===== src/rtl/stack_queue_pkg.sv =====
// Shared types and constants for the stack_queue FIFO/LIFO buffer.
package stack_queue_pkg;

    typedef enum logic {
        TX_IDLE,
        TX_ACK
    } tx_state_e;

    typedef enum logic [1:0] {
        RX_IDLE,
        RX_WAIT,
        RX_ACK
    } rx_state_e;

    localparam logic MODE_FIFO = 1'b0;
    localparam logic MODE_LIFO = 1'b1;

endpackage


===== src/rtl/stack_queue_mem.sv =====
// DEPTH x WIDTH register array: one synchronous write port, one combinational
// read port, so a same-address read in the write cycle returns the old word.
module stack_queue_mem #(
    parameter int DEPTH = 5,
    parameter int WIDTH = 8,
    localparam int AW   = $clog2(DEPTH)
) (
    input  logic             clk,
    input  logic             we,
    input  logic [AW-1:0]    waddr,
    input  logic [WIDTH-1:0] wdata,
    input  logic [AW-1:0]    raddr,
    output logic [WIDTH-1:0] rdata
);

    logic [WIDTH-1:0] mem_q [DEPTH];

    // NOTE: storage has no reset; count and pointers define which words are valid.
    always_ff @(posedge clk) begin
        if (we) begin
            mem_q[waddr] <= wdata;
        end
    end

    assign rdata = (int'(raddr) < DEPTH) ? mem_q[raddr] : '0;

endmodule


===== src/rtl/stack_queue.sv =====
// Run-time selectable FIFO/LIFO buffer with tx/rx four-phase handshakes.
// Define STACK_QUEUE_FLUSH_EN to add a synchronous flush input.
module stack_queue
    import stack_queue_pkg::*;
#(
    parameter int DEPTH    = 5,
    parameter int WIDTH    = 8,
    parameter int AF_LEVEL = DEPTH - 1,
    parameter int AE_LEVEL = 1
) (
    input  logic                       clk,
    input  logic                       rst_n,
`ifdef STACK_QUEUE_FLUSH_EN
    input  logic                       flush,
`endif
    input  logic                       mode,
    input  logic                       tx_rdy,
    output logic                       tx_done,
    input  logic [WIDTH-1:0]           in_data,
    output logic                       rx_rdy,
    input  logic                       rx_done,
    output logic [WIDTH-1:0]           out_data,
    output logic [$clog2(DEPTH+1)-1:0] count,
    output logic                       empty,
    output logic                       full,
    output logic                       almost_full,
    output logic                       almost_empty,
    output logic                       mode_q
);

    localparam int PTR_W = $clog2(DEPTH);
    localparam int CNT_W = $clog2(DEPTH + 1);

    tx_state_e        tx_state_q;
    rx_state_e        rx_state_q;
    logic             tx_done_q, rx_rdy_q;
    logic [CNT_W-1:0] count_q, count_d;
    logic [PTR_W-1:0] wr_ptr_q, wr_ptr_d, rd_ptr_q, rd_ptr_d;
    logic [WIDTH-1:0] out_data_q, out_data_d, rd_data;
    logic             mode_d;
    logic             flush_w, push_ack, push, pop, switch_mode;
    logic [PTR_W-1:0] wr_base, rd_base, back_m1, mem_waddr, mem_raddr;

`ifdef STACK_QUEUE_FLUSH_EN
    assign flush_w = flush;
`else
    assign flush_w = 1'b0;
`endif

    function automatic logic [PTR_W-1:0] next_ptr(input logic [PTR_W-1:0] ptr);
        return (ptr == PTR_W'(DEPTH - 1)) ? '0 : ptr + 1'b1;
    endfunction

    assign empty        = (count_q == '0);
    assign full         = (count_q == CNT_W'(DEPTH));
    assign almost_full  = (int'(count_q) >= AF_LEVEL);
    assign almost_empty = (int'(count_q) <= AE_LEVEL);

    // NOTE: every always_comb output gets a default first so no latch is inferred.
    always_comb begin
        push_ack    = (tx_state_q == TX_IDLE) && tx_rdy && !full;
        push        = push_ack && !flush_w;
        pop         = (rx_state_q == RX_IDLE) && !empty && !rx_done && !flush_w;
        switch_mode = empty && (tx_state_q == TX_IDLE) && (rx_state_q == RX_IDLE)
                      && (mode != mode_q);
        mode_d      = switch_mode ? mode : mode_q;
        wr_base     = switch_mode ? '0 : wr_ptr_q;
        rd_base     = switch_mode ? '0 : rd_ptr_q;
        back_m1     = PTR_W'(count_q - 1'b1);

        // In LIFO order count is the stack top; a coincident push refills the popped slot.
        if (mode_d == MODE_LIFO) begin
            mem_raddr = back_m1;
            mem_waddr = pop ? back_m1 : PTR_W'(count_q);
        end else begin
            mem_raddr = rd_base;
            mem_waddr = wr_base;
        end

        wr_ptr_d = wr_base;
        rd_ptr_d = rd_base;
        if (mode_d == MODE_FIFO) begin
            if (push) wr_ptr_d = next_ptr(wr_base);
            if (pop)  rd_ptr_d = next_ptr(rd_base);
        end

        count_d = count_q;
        if (push && !pop) count_d = count_q + 1'b1;
        if (pop && !push) count_d = count_q - 1'b1;

        if (flush_w) begin
            count_d  = '0;
            wr_ptr_d = '0;
            rd_ptr_d = '0;
        end

        out_data_d = pop ? rd_data : out_data_q;
    end

    stack_queue_mem #(
        .DEPTH (DEPTH),
        .WIDTH (WIDTH)
    ) u_mem (
        .clk   (clk),
        .we    (push),
        .waddr (mem_waddr),
        .wdata (in_data),
        .raddr (mem_raddr),
        .rdata (rd_data)
    );

    // NOTE: sequential state uses <= only; = stays in the always_comb next-state logic.
    always_ff @(posedge clk or negedge rst_n) begin
        if (!rst_n) begin
            count_q    <= '0;
            wr_ptr_q   <= '0;
            rd_ptr_q   <= '0;
            out_data_q <= '0;
            mode_q     <= MODE_FIFO;
        end else begin
            count_q    <= count_d;
            wr_ptr_q   <= wr_ptr_d;
            rd_ptr_q   <= rd_ptr_d;
            out_data_q <= out_data_d;
            mode_q     <= mode_d;
        end
    end

    always_ff @(posedge clk or negedge rst_n) begin
        if (!rst_n) begin
            tx_state_q <= TX_IDLE;
            tx_done_q  <= 1'b0;
        end else if (tx_state_q == TX_IDLE) begin
            if (push_ack) begin
                tx_done_q  <= 1'b1;
                tx_state_q <= TX_ACK;
            end
        end else if (!tx_rdy) begin
            tx_done_q  <= 1'b0;
            tx_state_q <= TX_IDLE;
        end
    end

    always_ff @(posedge clk or negedge rst_n) begin
        if (!rst_n) begin
            rx_state_q <= RX_IDLE;
            rx_rdy_q   <= 1'b0;
        end else begin
            case (rx_state_q)
                RX_IDLE: if (pop) begin
                    rx_rdy_q   <= 1'b1;
                    rx_state_q <= RX_WAIT;
                end
                RX_WAIT: if (rx_done) begin
                    rx_rdy_q   <= 1'b0;
                    rx_state_q <= RX_ACK;
                end
                RX_ACK:  if (!rx_done) rx_state_q <= RX_IDLE;
                default: rx_state_q <= RX_IDLE;
            endcase
        end
    end

    assign tx_done  = tx_done_q;
    assign rx_rdy   = rx_rdy_q;
    assign out_data = out_data_q;
    assign count    = count_q;

endmodule


===== config.mk =====
export PLATFORM = sky130hd
export DESIGN_NAME = stack_queue
export DESIGN_NICKNAME = d
export VERILOG_FILES = /design/src/rtl/stack_queue_pkg.sv /design/src/rtl/stack_queue_mem.sv /design/src/rtl/stack_queue.sv
export SDC_FILE = /design/constraint.sdc
export NUM_CORES = 1
export LEC_CHECK = 0
export CORE_UTILIZATION = 56
export DETAILED_ROUTE_END_ITERATION = 10
export HOLD_SLACK_MARGIN = 0.12
export PLACE_DENSITY = 0.76
export SYNTH_ARGS = -nofsm -noshare
export SYNTH_HDL_FRONTEND = slang
export SYNTH_SLANG_ARGS = --single-unit

===== constraint.sdc =====
create_clock -name clk -period 3.9 [get_ports clk]
set_input_delay 0.78 -clock clk [delete_from_list [all_inputs] [get_ports clk]]
set_output_delay 0.78 -clock clk [all_outputs]
set_load 0.03 [all_outputs]

==> results.md <==
- Met3 usage: 4.89%
- Drt wl/cell: 17.3 um
- Largest net degree at the start of global routing: 24
- Share of layout cells above drive strength 1: 10.8%
- Cell count after synthesis: 242
- Sw power: 1260 uW
- Initial antenna violation count: 0
- Grt ovf: 0
- Post-synth EDFFs: 40
- Mapped Nets: 264
- Row count: 26
- Pint: 1860 uW
- Hold path cells: 2
- Routability congestion estimate: 0.808
- Worst-Margin Slew: 1090 ps
- Final Hold Viols: 0
- WS Path Type: reg -> reg
- RSZ-0062 raised after global routing: false
- Critical R2R Launch: count[0]
- DIE WIDTH: 75.6 um
- Global-route wire length before repair: 9600 um
- # setup viols final: 0
- Peak supply drop: 0.543 mV
- Slew HR: 27.4%
- Postcts setup bufs: 0
- Drt first pass iters: 4
- M2 GR Usage: 40.4%
- CTS max path bufs: 2
- Comb pwr share: 47.8%
- Syn avg cell area: 12.5 um2
- Core area: 5170 um2
- Fraction of power spent switching nets: 40.3%
- Power density over the cells: 860 nW/um2
- Post-DP HPWL: 4120 um
- Clk pin slew, worst setup/hold paths: 70 ps
- Synth area leader: edfxtp_1
- CTS tree: done
- Max Freq: 301 MHz
- Count leader, synth: edfxtp_1
- Antenna cell count: 0
- Hold Startpoint: rx_rdy
- Arr. time, crit path: 3560 ps
- Grt peak-use layer: met2
- CTS Sinks: 63
- Die footprint: 5720 um2
- Antenna Nets Post-Route: 0
- Yosys reg bits: 63
- Asr flop ratio synth: 36.5%
- Starting Density: 58.7%
- Vias in the first global route: 1,953
- Total GRT Usage: 24.4%
- WP data required: 4130 ps
- Initial DRC count: 218
- CTS root buf: clkbuf_8
- Hold path endpoint: rx_rdy
- Critical Path Fanout Max: 10
- Yosys top cell area share: 39.6%
- Final core occ: 70.1%
- P_leak: 0.00146 uW
- Post-CTS Resized: 0
- Top cells by count, synth: 40 x edfxtp_1, 23 x dfrtp_1, 20 x mux2i_1
- # hold bufs at CTS: 0
- Number of buffers created by CTS: 9
- Nature of the critical path startpoint: flip-flop
- Area grow syn2layout: 19.4%
- Status: finished, final reports clean
- Register-to-register setup slack: 580 ps
- Final Cycle Share: 85.2%
- Count of different cell masters after synthesis: 43
- Main area contributors after synthesis: edfxtp_1 40%, dfrtp_1 19%, mux2i_1 6.6%, ha_1 3.7%, o221ai_1 2.3%
- Port Buffers: 30
- Drt drc: 0
- Reg2reg end: out_data[1]
- Clock power share: 19.5%
- Seq/Total Area, Yosys: 58.5%
- Die Height: 75.6 um
- Critical path endpoint category: flip-flop
- Clock latency on the worst-skew pair: 340 ps
- H-Tree Depth: 3
- Drt via density: 5.81
- Max_cap viols: 0
- IO Pins: 31
- Fin Setup TNS: 0 ps
- Warning count from the yosys run: 0
- Nets: 303
- Mapped Area: 3040 um2
- Flop pwr share: 32.7%
- WL final: 6150 um
- Top FF cell, synth: edfxtp_1
- Hold Path Class: reg -> reg
- Min Clock Period, post-route: 3320 ps
- Met1 usage in global routing: 31.0%
- Vias: 2,070
- Setup Skew: 6.81 ps
- Pins Over Slew Limit: 0
- Worst r2r path cells: 7
==> sequential cells by signal, indices dropped and copies added, names as in the netlist <==
| name | cells |
|---|---|
| out_data | 8 |
| tx_done | 1 |
| mode_q | 1 |
| u_mem.mem_q | 40 |
| tx_state_q | 1 |
| rd_ptr_q | 3 |
| wr_ptr_q | 3 |
| rx_rdy | 1 |
| count | 3 |
| rx_state_q | 2 |
==> worst max-delay path, cell delays in order, from the launching register on <==
cell	delay (ps)
dfrtp_1	460
inv_1	200
ha_1	240
or4b_1	570
o211a_1	280
a221oi_2	640
nand4b_1	510
o221ai_1	330
==> cell type report <==
cell class,instances,area (um2)
Sequential cell,63,1780
Fill cell,374,1550
Multi-Input combinational cell,154,1120
Timing Repair Buffer,40,375
Clock buffer,11,131
Tap cell,70,87.6
Clock inverter,5,81.3
Inverter,13,48.8
==> through the flow <==
step	cells	setup slack (ps)	hold slack, ps	power [uW]	instance area (um2)
CTS	356	575	544	3120	3620
global placement	340	529	523	2480	3410
finish	356	576	536	3120	3620
floorplan	242	228	484	2110	3040
detailed placement	340	506	527	2500	3410
global route	356	276	585	3310	3620
==> power by group through the flow <==
stage	logic (uW)	clock network, uW	registers (uW)
after floorplan	1000	0	1110
after global placement	1450	0	1020
after detailed placement	1470	0	1030
after CTS	1490	616	1020
after global routing	1620	643	1040
final	1490	609	1020
==> placed cells by master, fill, tap and decap left out, types with 2 or more instances in the layout <==
cell type / count
a21oi_1: 7
a31oi_1: 8
buf_4: 10
bufinv_16: 2
clkbuf_1: 2
clkbuf_8: 9
clkdlybuf4s50_1: 30
dfrtp_1: 23
edfxtp_1: 40
ha_1: 9
inv_1: 13
mux2_2: 2
mux2i_1: 20
nand2_1: 13
nand2b_1: 3
nand3_1: 2
nand4_1: 9
nor2_1: 13
nor2b_1: 9
nor3_1: 2
nor3b_1: 4
nor4_1: 8
o211a_1: 3
o21ai_0: 8
o221ai_1: 8
o22ai_1: 2
xnor2_1: 4
xor2_1: 3
==> how the worst max path moves through the flow <==
stage	startpoint	end	cells after the start
2_1_floorplan	count[0]	u_mem.mem_q[4][0]	9
3_3_place_gp	mode	out_data[0]	6
3_5_place_dp	mode	out_data[1]	6
4_1_cts	count[0]	out_data[1]	7
5_1_grt	count[0]	u_mem.mem_q[3][4]	7
6_report	count[0]	out_data[1]	7
==> layer usage <==
layer | routed length, um | vias up
met3 | 331 | 15
met1 | 2650 | 996
met2 | 2990 | 66
met5 | 0 | -
met4 | 167 | 0
li1 | - | 993
==> logic make-up after synthesis <==
kind of cell / synth area share, %
flip-flops: 58.5
XOR/XNOR: 2.02
AND/OR/NAND/NOR: 14.5
adder cells (fa/ha/maj): 3.71
buffers and inverters: 4.45
multiplexers: 7.34
AO/OA/AOI/OAI: 9.44
Power figures use the tool's default switching activity.
